===== src/rtl/r4_mm_digit_feeder.sv =====
// Operand stage for the radix-4 Montgomery multiplier: fetches A/B/M for one row and streams B as digits.
// Optional feature macro R4_FEEDER_BOOTH_EN selects Booth radix-4 signed digits instead of plain unsigned ones.
module r4_mm_digit_feeder #(
    parameter int WIDTH = 32,
    parameter int ROWS  = 16,
`ifdef R4_FEEDER_BOOTH_EN
    localparam int DW   = 3,
`else
    localparam int DW   = 2,
`endif
    localparam int AW   = $clog2(ROWS) + 2
) (
    input  logic             clk,
    input  logic             reset,
    input  logic             start,
    input  logic [31:0]      row_sel,
    output logic             mem_en,
    output logic [AW-1:0]    mem_addr,
    input  logic [WIDTH-1:0] mem_rdata,
    output logic [WIDTH-1:0] op_a,
    output logic [WIDTH-1:0] op_m,
    output logic [DW-1:0]    digit,
    output logic             digit_valid,
    input  logic             digit_ready,
    output logic             digit_last,
    output logic             busy,
    output logic             done,
    output logic             err
);

`ifdef R4_FEEDER_BOOTH_EN
    // B carries one guard zero below bit 0 and two zero bits above so unsigned B recodes exactly.
    localparam int NDIG = WIDTH / 2 + 1;
    localparam int SW   = WIDTH + 3;
`else
    localparam int NDIG = WIDTH / 2;
    localparam int SW   = WIDTH;
`endif
    localparam int CW   = $clog2(NDIG + 1);
    localparam int RW   = AW - 2;

    typedef enum logic [1:0] {
        S_IDLE,
        S_FETCH,
        S_STREAM,
        S_DONE
    } state_t;

    state_t            state_q, state_d;
    logic [1:0]        f_q, f_d;
    logic [RW-1:0]     row_q, row_d;
    logic [CW-1:0]     cnt_q, cnt_d;
    logic [SW-1:0]     b_sh_q, b_sh_d;
    logic [WIDTH-1:0]  op_a_d, op_m_d;
    logic              mem_en_d;
    logic [AW-1:0]     mem_addr_d;
    logic              digit_valid_d;
    logic              busy_d;
    logic              done_d;
    logic              err_d;
    logic              row_ok;
    logic              hs;
    logic              at_last;

    assign row_ok  = (row_sel < 32'(ROWS));
    assign hs      = digit_valid & digit_ready;
    assign at_last = (cnt_q == CW'(NDIG - 1));

    assign digit_last = digit_valid & at_last;

`ifdef R4_FEEDER_BOOTH_EN
    function automatic logic [2:0] booth_enc(input logic [2:0] trip);
        logic [2:0] d;
        case (trip)
            3'b001, 3'b010: d = 3'b001;
            3'b011:         d = 3'b010;
            3'b100:         d = 3'b110;
            3'b101, 3'b110: d = 3'b111;
            default:        d = 3'b000;
        endcase
        return d;
    endfunction

    assign digit = digit_valid ? booth_enc(b_sh_q[2:0]) : '0;
`else
    assign digit = digit_valid ? b_sh_q[1:0] : '0;
`endif

    // Next-state and next-value logic; every output except digit/digit_last is registered below.
    always_comb begin
        state_d    = state_q;
        f_d        = f_q;
        row_d      = row_q;
        cnt_d      = cnt_q;
        b_sh_d     = b_sh_q;
        op_a_d     = op_a;
        op_m_d     = op_m;
        mem_en_d   = 1'b0;
        mem_addr_d = '0;
        done_d     = 1'b0;
        err_d      = 1'b0;

        case (state_q)
            S_IDLE: begin
                if (start) begin
                    if (row_ok) begin
                        row_d      = row_sel[RW-1:0];
                        f_d        = 2'd0;
                        mem_en_d   = 1'b1;
                        mem_addr_d = {row_sel[RW-1:0], 2'd0};
                        state_d    = S_FETCH;
                    end else begin
                        err_d = 1'b1;
                    end
                end
            end

            S_FETCH: begin
                f_d = f_q + 2'd1;
                if (f_q < 2'd2) begin
                    mem_en_d   = 1'b1;
                    mem_addr_d = {row_q, f_q + 2'd1};
                end
                // Read data trails its request by one cycle, hence A/B/M land at f=1/2/3.
                case (f_q)
                    2'd1: op_a_d = mem_rdata;
                    2'd2: begin
`ifdef R4_FEEDER_BOOTH_EN
                        b_sh_d = {2'b00, mem_rdata, 1'b0};
`else
                        b_sh_d = mem_rdata;
`endif
                        cnt_d  = '0;
                    end
                    2'd3: begin
                        op_m_d  = mem_rdata;
                        state_d = S_STREAM;
                    end
                    default: ;
                endcase
            end

            S_STREAM: begin
                if (hs) begin
                    b_sh_d = b_sh_q >> 2;
                    cnt_d  = cnt_q + 1'b1;
                    if (at_last) begin
                        done_d  = 1'b1;
                        state_d = S_DONE;
                    end
                end
            end

            S_DONE: begin
                state_d = S_IDLE;
            end

            default: state_d = S_IDLE;
        endcase

        digit_valid_d = (state_d == S_STREAM);
        busy_d        = (state_d != S_IDLE);
    end

    always_ff @(posedge clk or negedge reset) begin
        if (!reset) begin
            state_q     <= S_IDLE;
            f_q         <= '0;
            row_q       <= '0;
            cnt_q       <= '0;
            b_sh_q      <= '0;
            op_a        <= '0;
            op_m        <= '0;
            mem_en      <= 1'b0;
            mem_addr    <= '0;
            digit_valid <= 1'b0;
            busy        <= 1'b0;
            done        <= 1'b0;
            err         <= 1'b0;
        end else begin
            state_q     <= state_d;
            f_q         <= f_d;
            row_q       <= row_d;
            cnt_q       <= cnt_d;
            b_sh_q      <= b_sh_d;
            op_a        <= op_a_d;
            op_m        <= op_m_d;
            mem_en      <= mem_en_d;
            mem_addr    <= mem_addr_d;
            digit_valid <= digit_valid_d;
            busy        <= busy_d;
            done        <= done_d;
            err         <= err_d;
        end
    end

endmodule

===== config.mk =====
export PLATFORM = sky130hd
export DESIGN_NAME = r4_mm_digit_feeder
export DESIGN_NICKNAME = d
export VERILOG_FILES = /design/src/rtl/r4_mm_digit_feeder.sv
export SDC_FILE = /design/constraint.sdc
export NUM_CORES = 1
export LEC_CHECK = 0
export ABC_AREA = 1
export CAP_MARGIN = 20
export CORE_ASPECT_RATIO = 1.4
export CORE_MARGIN = 2
export CORE_UTILIZATION = 48
export CTS_CLUSTER_SIZE = 24
export DETAILED_ROUTE_END_ITERATION = 10
export PLACE_DENSITY = 0.89
export SYNTH_ARGS = -nofsm -noshare
export SYNTH_HDL_FRONTEND = slang
export SYNTH_SLANG_ARGS = --single-unit
export TNS_END_PERCENT = 5

===== constraint.sdc =====
create_clock -name clk -period 1.85 [get_ports clk]
set_clock_uncertainty 0.2 [all_clocks]
set_input_delay 0.2775 -clock clk [delete_from_list [all_inputs] [get_ports clk]]
set_output_delay 0.2775 -clock clk [all_outputs]
set_load 0.03 [all_outputs]

# After elaboration in Yosys (flattened, before gate mapping)
# Cells that the tools add are included.
# totals
regBits	120
output_inout_bits	78
# op_classes
addsub	2
n_lt_le_gt_ge	2
n_reduce_logical	9
muxes	30
n_bitwise	2
n_eq_ne	12
# op_table
cell	count
32-bit two-way mux	2
32-bit one-hot mux with 2 select lines	1
32-bit by 5-bit < comparator with 1-bit output (second input constant)	1
6-bit two-way mux	3
2-bit two-way mux	8
6-bit one-hot mux with 2 select lines	1
2-bit equality test (second input constant)	5
5-bit two-way mux	2
5-bit one-hot mux with 2 select lines	1
1-bit two-way mux	9
3-bit AND reduction	3
2-bit one-hot mux with 4 select lines	1
2-bit != test (second input constant)	3
2-bit nonzero test	3
5-bit by 1-bit adder with 5-bit output (second input constant)	1
5-bit by 4-bit equality test with 1-bit output (second input constant)	1
2-bit by 1-bit equality test with 1-bit output (second input constant)	2
2-bit one-hot mux with 2 select lines	1
2-bit AND reduction	2
2-bit by 1-bit adder with 2-bit output (second input constant)	1
1-bit AND	2
2-bit logical NOT	1
2-bit < comparator (second input constant)	1
2-bit by 1-bit != test with 1-bit output (second input constant)	1
1-bit one-hot mux with 2 select lines	1

# Logic depth before layout (Yosys ltp)
# logic_depth
ltp_word	5
ltp_mapped	9
ltp_nobuf	9

# Least setup slack after synthesis
# OpenSTA, ideal clock, no wires.
# synth_timing
path_type	reg-to-output
startpoint	register cnt_q[0]
endpoint	output digit_last
n_path_buf	0
path_stages_with_launch	7
arrival_time_ps	1077
path_slack_ps	295
cell_sequence	dfrtp_1 > ha_1 > nand2_1 > nor2_1 > ha_1 > nand2_1 > inv_1
# synth_between
elab_chain_cells	2
# synth_rtl
item	line_no	source
from (decl)	52	logic [CW-1:0] cnt_q, cnt_d;
from (signal assigned)	184	cnt_q <= cnt_d;
5-bit by 4-bit equality test with 1-bit output	67	assign at_last = (cnt_q == CW'(NDIG - 1));
1-bit AND	69	assign digit_last = digit_valid & at_last;
to (decl)	25	output logic digit_last,
# Every way passes these cells.

# Final worst setup path
# Same ends and word-level chain as after synthesis.

==> metrics <==
Hold Path Class primary input to asynchronous set/reset pin; vias per inst 5.06; Routed WL 12500 µm; fmax 0.498 GHz; CP endpoint kind output pin; setup violators final 1; adder-cell share of the synthesized area 1.73%; Yosys top cell area share 59.5%; CTS buffer count 17; Port Buf Inserts 145; drt drc 0; Synth-to-Final Area Change 43.2%; # fillers 788; Placer Congestion 0.797; Mapped Cells 562; full die area 11400 µm²; DR WL/cell 14.5 µm; number of diodes 0; GR peak layer met2; Compound-Gate Fraction of Synth Area 15.2%; CTS tree done; RSZ-0062 raised after global routing yes; pin count of the biggest net entering global routing 65; Post-Synth XOR/XNOR Area 0%; Min Hold Slack 0.139 ns; first-pass GRT wire length 20900 µm; WS Path Type flip-flop to output pin; slew margin rel. 75.4%; final hold viol count 0; Clock Path Buffers 2; share of cells above drive strength 1 7.89%; Die Height 125 µm; CTS Sinks 120; failing checks negative setup slack; Root Buffer clkbuf_16; Detail Placement HPWL 8810 µm; met3 Usage GRT 6.39%; combinational family with the most area after synthesis compound AO/OA/AOI/OAI gates; synthesized cell area 5050 µm²; worst path required time 1.37 ns; maximum vdd drop 0.652 mV; core area 10300 µm²; number of global-route vias before repair 4441; Tightest Pin Transition 0.368 ns; # nets final 789; Top Ports 146; CP arrival 1.53 ns; H-tree depth 4; via count 4355; PD cells 831 nW/µm²; final instance area 7230 µm²; MaxCap Viol Count 0; antenna-violating nets left 0; Total Routing Usage GR 23.0%; yosys warns 0; multiplexer share of the synthesized area 0%; Synth Area in Simple Gates 13.8%; ranking of synthesized cells by area dfrtp_1 59%, o21ai_0 10%, nand2_1 9.9%; met2 GRT Util 42.0%; Reg clk slew, reported paths 0.05 ns; 1st-pass router iterations 5; initial antenna violation count 0; LEAKAGE 3.40 nW; status finished with violations; clock latency on the worst-skew pair 0.40 ns; Yosys reg bits 120; Rows 44; post-synthesis area per instance 8.98 µm²; Setup WS post-layout -0.160 ns; Startpoint Class flip-flop; Yosys top cell by area dfrtp_1; critical path fanouts, max 2; met1 Usage GRT 25.4%; Pwr Total 6.01 mW; R2R cell count 7; fin crit period 2.01 ns; placed cell area 6730 µm²; Synth cell types 24; post-synth net total 637; Max Transition Viols Final 0; register area share after synthesis 59.5%; fin crit share 109%; Remaining Overflow, GRT 0; initial DRC count 199; DP Worst Slack -0.156 ns; initial cell density of the core 49.0%; Die Span X 90.7 µm
## power breakdown
group          internal (mW)  total [mW]  leakage [nW]  switching [mW]
combinational          0.155       0.277          1.81           0.122
clock                   2.08        3.10         0.277            1.02
sequential              2.63        2.63          1.31        0.000760
total                   4.87        6.01          3.40            1.14
## per-layer routing
layer | routed length [µm] | part of all wire (%) | up-vias
met5 | 0 | 0 | -
met4 | 139 | 1.1 | 0
met3 | 690 | 5.5 | 14
met2 | 6850 | 55 | 157
met1 | 4830 | 39 | 2114
li1 | - | - | 2070
## kinds of logic (layout without fill, tap and decap cells)
group / Yosys count / after routing
AND/OR/NAND/NOR: 173 / 173
buffers and inverters: 123 / 283
AO/OA/AOI/OAI: 139 / 139
adder cells (fa/ha/maj): 7 / 7
flip-flops: 120 / 120
## Yosys cell counts
library cell and instances:
inv_1 96, clkbuf_2 1, inv_2 1, a21boi_0 1, nand2_2 2, nand3_2 1, o211ai_1 26, and2_1 2
o21ai_0 103, buf_2 13, o21ai_1 3, nor2_4 2, dfrtp_1 120, nand3_1 6, buf_4 3, nand2_4 1
nor3_1 2, nand2_1 133, a21oi_1 1, a31oi_1 2, o22ai_1 3, clkbuf_1 9, ha_1 7, nor2_1 24
## final timing paths
kind	start	end	slack, ns
worst min register to register	op_a[9]	op_a[9]	0.28
worst max-delay path	cnt_q[0]	digit_last	-0.16
max in group asynchronous	reset	mem_en	0.78
worst max register to register	f_q[0]	b_sh_q[4]	0.11
min in group clk	row_sel[3]	row_q[3]	0.27
worst min-delay path	reset	b_sh_q[7]	0.14
## cell usage in the layout, fill, tap and decap left out, types with 3 or more instances in the layout
cell type,count
dlygate4sd2_1,75
nand3_1,6
nand2_1,130
o22ai_1,3
buf_12,8
dfrtp_1,119
clkdlybuf4s50_1,66
o21ai_1,3
o211ai_1,26
clkbuf_16,17
buf_4,6
clkbuf_8,4
ha_1,5
nor2_1,23
o21ai_0,103
inv_1,95
nand2_2,5
## stage by stage
stage               setup TNS [ns]  std cells  util (%)
floorplan                        0        562         -
global placement          -0.00186        830      65.3
detailed placement           -1.48        830      65.3
CTS                         -0.191        860      70.2
global route                -0.255        860      70.2
finish                      -0.160        860      70.2
## cell type report
type                       count  area, µm²  area share, %
tap                          138        173           2.39
multi-input combinational    319       1570           21.7
timing repair buffer         159       1560           21.6
clock buffer                  23        488           6.75
sequential                   120       3000           41.6
clock inverter                 4       70.1          0.969
inverter                      97        364           5.04
## critical path: stages (launching register included)
cell and delay (ns):
dfrtp_1 0.36, ha_2 0.19, nand2_2 0.06, nor2_2 0.11, ha_2 0.19, nand2_2 0.06
inv_2 0.06, buf_6 0.12
## state kept, by name, summed over array words and instances (netlist names)
signal       flops
digit_valid      1
mem_addr         6
busy             1
row_q            4
op_m            32
mem_en           1
err              1
op_a            32
f_q              2
b_sh_q          32
done             1
state_q          2
cnt_q            5
## what timing repair did
action,4_1_cts,5_1_grt
setup endpoints to repair,78,3
resized for setup,82,7
buffers inserted,2,0
hold endpoints to repair,120,0
hold buffers,1,0
pin swaps,0,3
Note: power is estimated with default switching activity, not from simulation.
==> edit: new RTL, same flow settings <==
Set the parameter `WIDTH` to 16 (it was 32).
--- a/src/rtl/r4_mm_digit_feeder.sv
+++ b/src/rtl/r4_mm_digit_feeder.sv
@@ -1,7 +1,7 @@
 // Operand stage for the radix-4 Montgomery multiplier: fetches A/B/M for one row and streams B as digits.
 // Optional feature macro R4_FEEDER_BOOTH_EN selects Booth radix-4 signed digits instead of plain unsigned ones.
 module r4_mm_digit_feeder #(
-    parameter int WIDTH = 32,
+    parameter int WIDTH = 16,
     parameter int ROWS  = 16,
 `ifdef R4_FEEDER_BOOTH_EN
     localparam int DW   = 3,
Interface: changed (resized mem_rdata, op_a and op_m); port bits go from 146 to 98. The function was not compared with the original's and may differ.
==> edit against the original RTL <==
Sequential share of layout area shrank 2.1 points. Hold slack gained 130 ps. Total power shrank 20%. Setup slack gained 190 ps. Design area shrank 38%. Routed wire length shrank 40%. Critical path depth shrank 6. Sequential cell count shrank 49. Area after synthesis shrank 36%. Critical path type unchanged. Largest power group is now registers.
==> edit: results (changes against the original RTL) <==
metric;value;unit;change
first_pass_iters;7;;+2
critPathMaxFanout;1;;-1
grt_max_degree;72;;+11%
cpLargestDelayFamily;buffers and inverters;;
io_buffer_count;97;;-33%
vias;2662;;-39%
reg2reg_slack;220;ps;+110 ps
place_congestion;0.805;;+1.1%
synthCells;351;;-38%
slowest_stage;clkdlybuf4s50_1;;
drive_above_1_share;13.9;%;+6.0 points
cts_max_level;3;;-1
wl_per_cell;14.0;um;-4.0%
hpwl;5500;um;-38%
place_inst;518;;-38%
cts_root_buf;clkbuf_8;;
slowest_delay;660;ps;+300 ps
timing.critical_path.to;done;;
fin_nets;514;;-35%
status;completed;;
post-cts-setup-buffers;0;;-2
grt_use_total;21.1;%;-1.9 points
reg_top3;b_sh_q x16, op_a x16, op_m x16;;
cts_resized;33;;-60%
reg2reg_to;b_sh_q[13];;
synth_fp_nets;409;;-36%
vias_per_cell;4.98;;-1.7%
synthDistinctLibCells;30;;+25%
grt_pass1_wl;11900;um;-43%
p_sw_share;37.6;%;+19 points
ys_top_cells_by_area;dfrtp_1, nand2_1, inv_1;;
drtIter0Drc;224;;+13%
crit_buf_inv;1;;-1
total_leakage_power;2.31;nW;-32%
critPathLaunch;done;;
path_clk_slew;70;ps;+20 ps
first_global_vias;2612;;-41%
n_fill_cell;466;;-41%
numCtsBuffers;9;;-8
cp.arrival;1340;ps;-190 ps
synth_commonest_cells;nand2_1, dfrtp_1, inv_1, o21ai_0, nor2_1;;
[edit: cell count changes after synthesis, moves of 14 or more]
cell,before,now
o21ai_2,0,14
o21ai_0,103,40
nand2_1,133,83
dfrtp_1,120,71
o211ai_1,26,0
inv_1,96,58
[edit: metrics by stage]
stage                     setup TNS (ps)  cell area (sq um)  hold slack [ps]  total power [mW]  setup WS, ps
after floorplan                        0               3250             -218              3.22           101
after global placement                 0               4340              123              3.77          20.8
after detailed placement            -186               4340              130              3.84         -42.6
after CTS                              0               4480              287              4.86          1.85
after global routing               -23.8               4500              303              5.13         -23.8
final                                  0               4500              273              4.83          34.5
[edit: cell type report]
type                            count  area share (%)
Clock buffer                        9            2.75
Tap cell                           74            2.06
Clock inverter                      7            1.08
Inverter                           61            5.08
Timing Repair Buffer              107            24.3
Sequential cell                    71            39.4
Multi-Input combinational cell    206            25.3
[edit: power groups by stage]
stage	clock, mW	sequential (mW)	combinational, mW
floorplan	0	2.20	1.02
global placement	0	2.04	1.73
detailed placement	0	2.05	1.79
CTS	1.10	2.02	1.75
global route	1.18	2.05	1.90
finish	1.08	2.02	1.73
[edit: cell families after synthesis]
family                     count (synthesis)  share of synthesized area, %
adders and majority gates                  6                          2.32
AOI/OAI and AO/OA                         74                          15.9
and+or+nand+nor                          126                          16.6
DFF                                       71                          54.9
buffers and inverters                     74                          10.3
[edit: per-layer routing]
| layer | vias up | global-route usage, % | wire length [um] | part of all wire [%] |
|---|---|---|---|---|
| li1 | 1308 | - | - | - |
| met1 | 1233 | 23.9 | 2860 | 38 |
| met2 | 97 | 36.9 | 3860 | 52 |
| met3 | 24 | 4.00 | 498 | 6.7 |
| met4 | 0 | 11.3 | 256 | 3.4 |
| met5 | - | 0 | 0 | 0 |
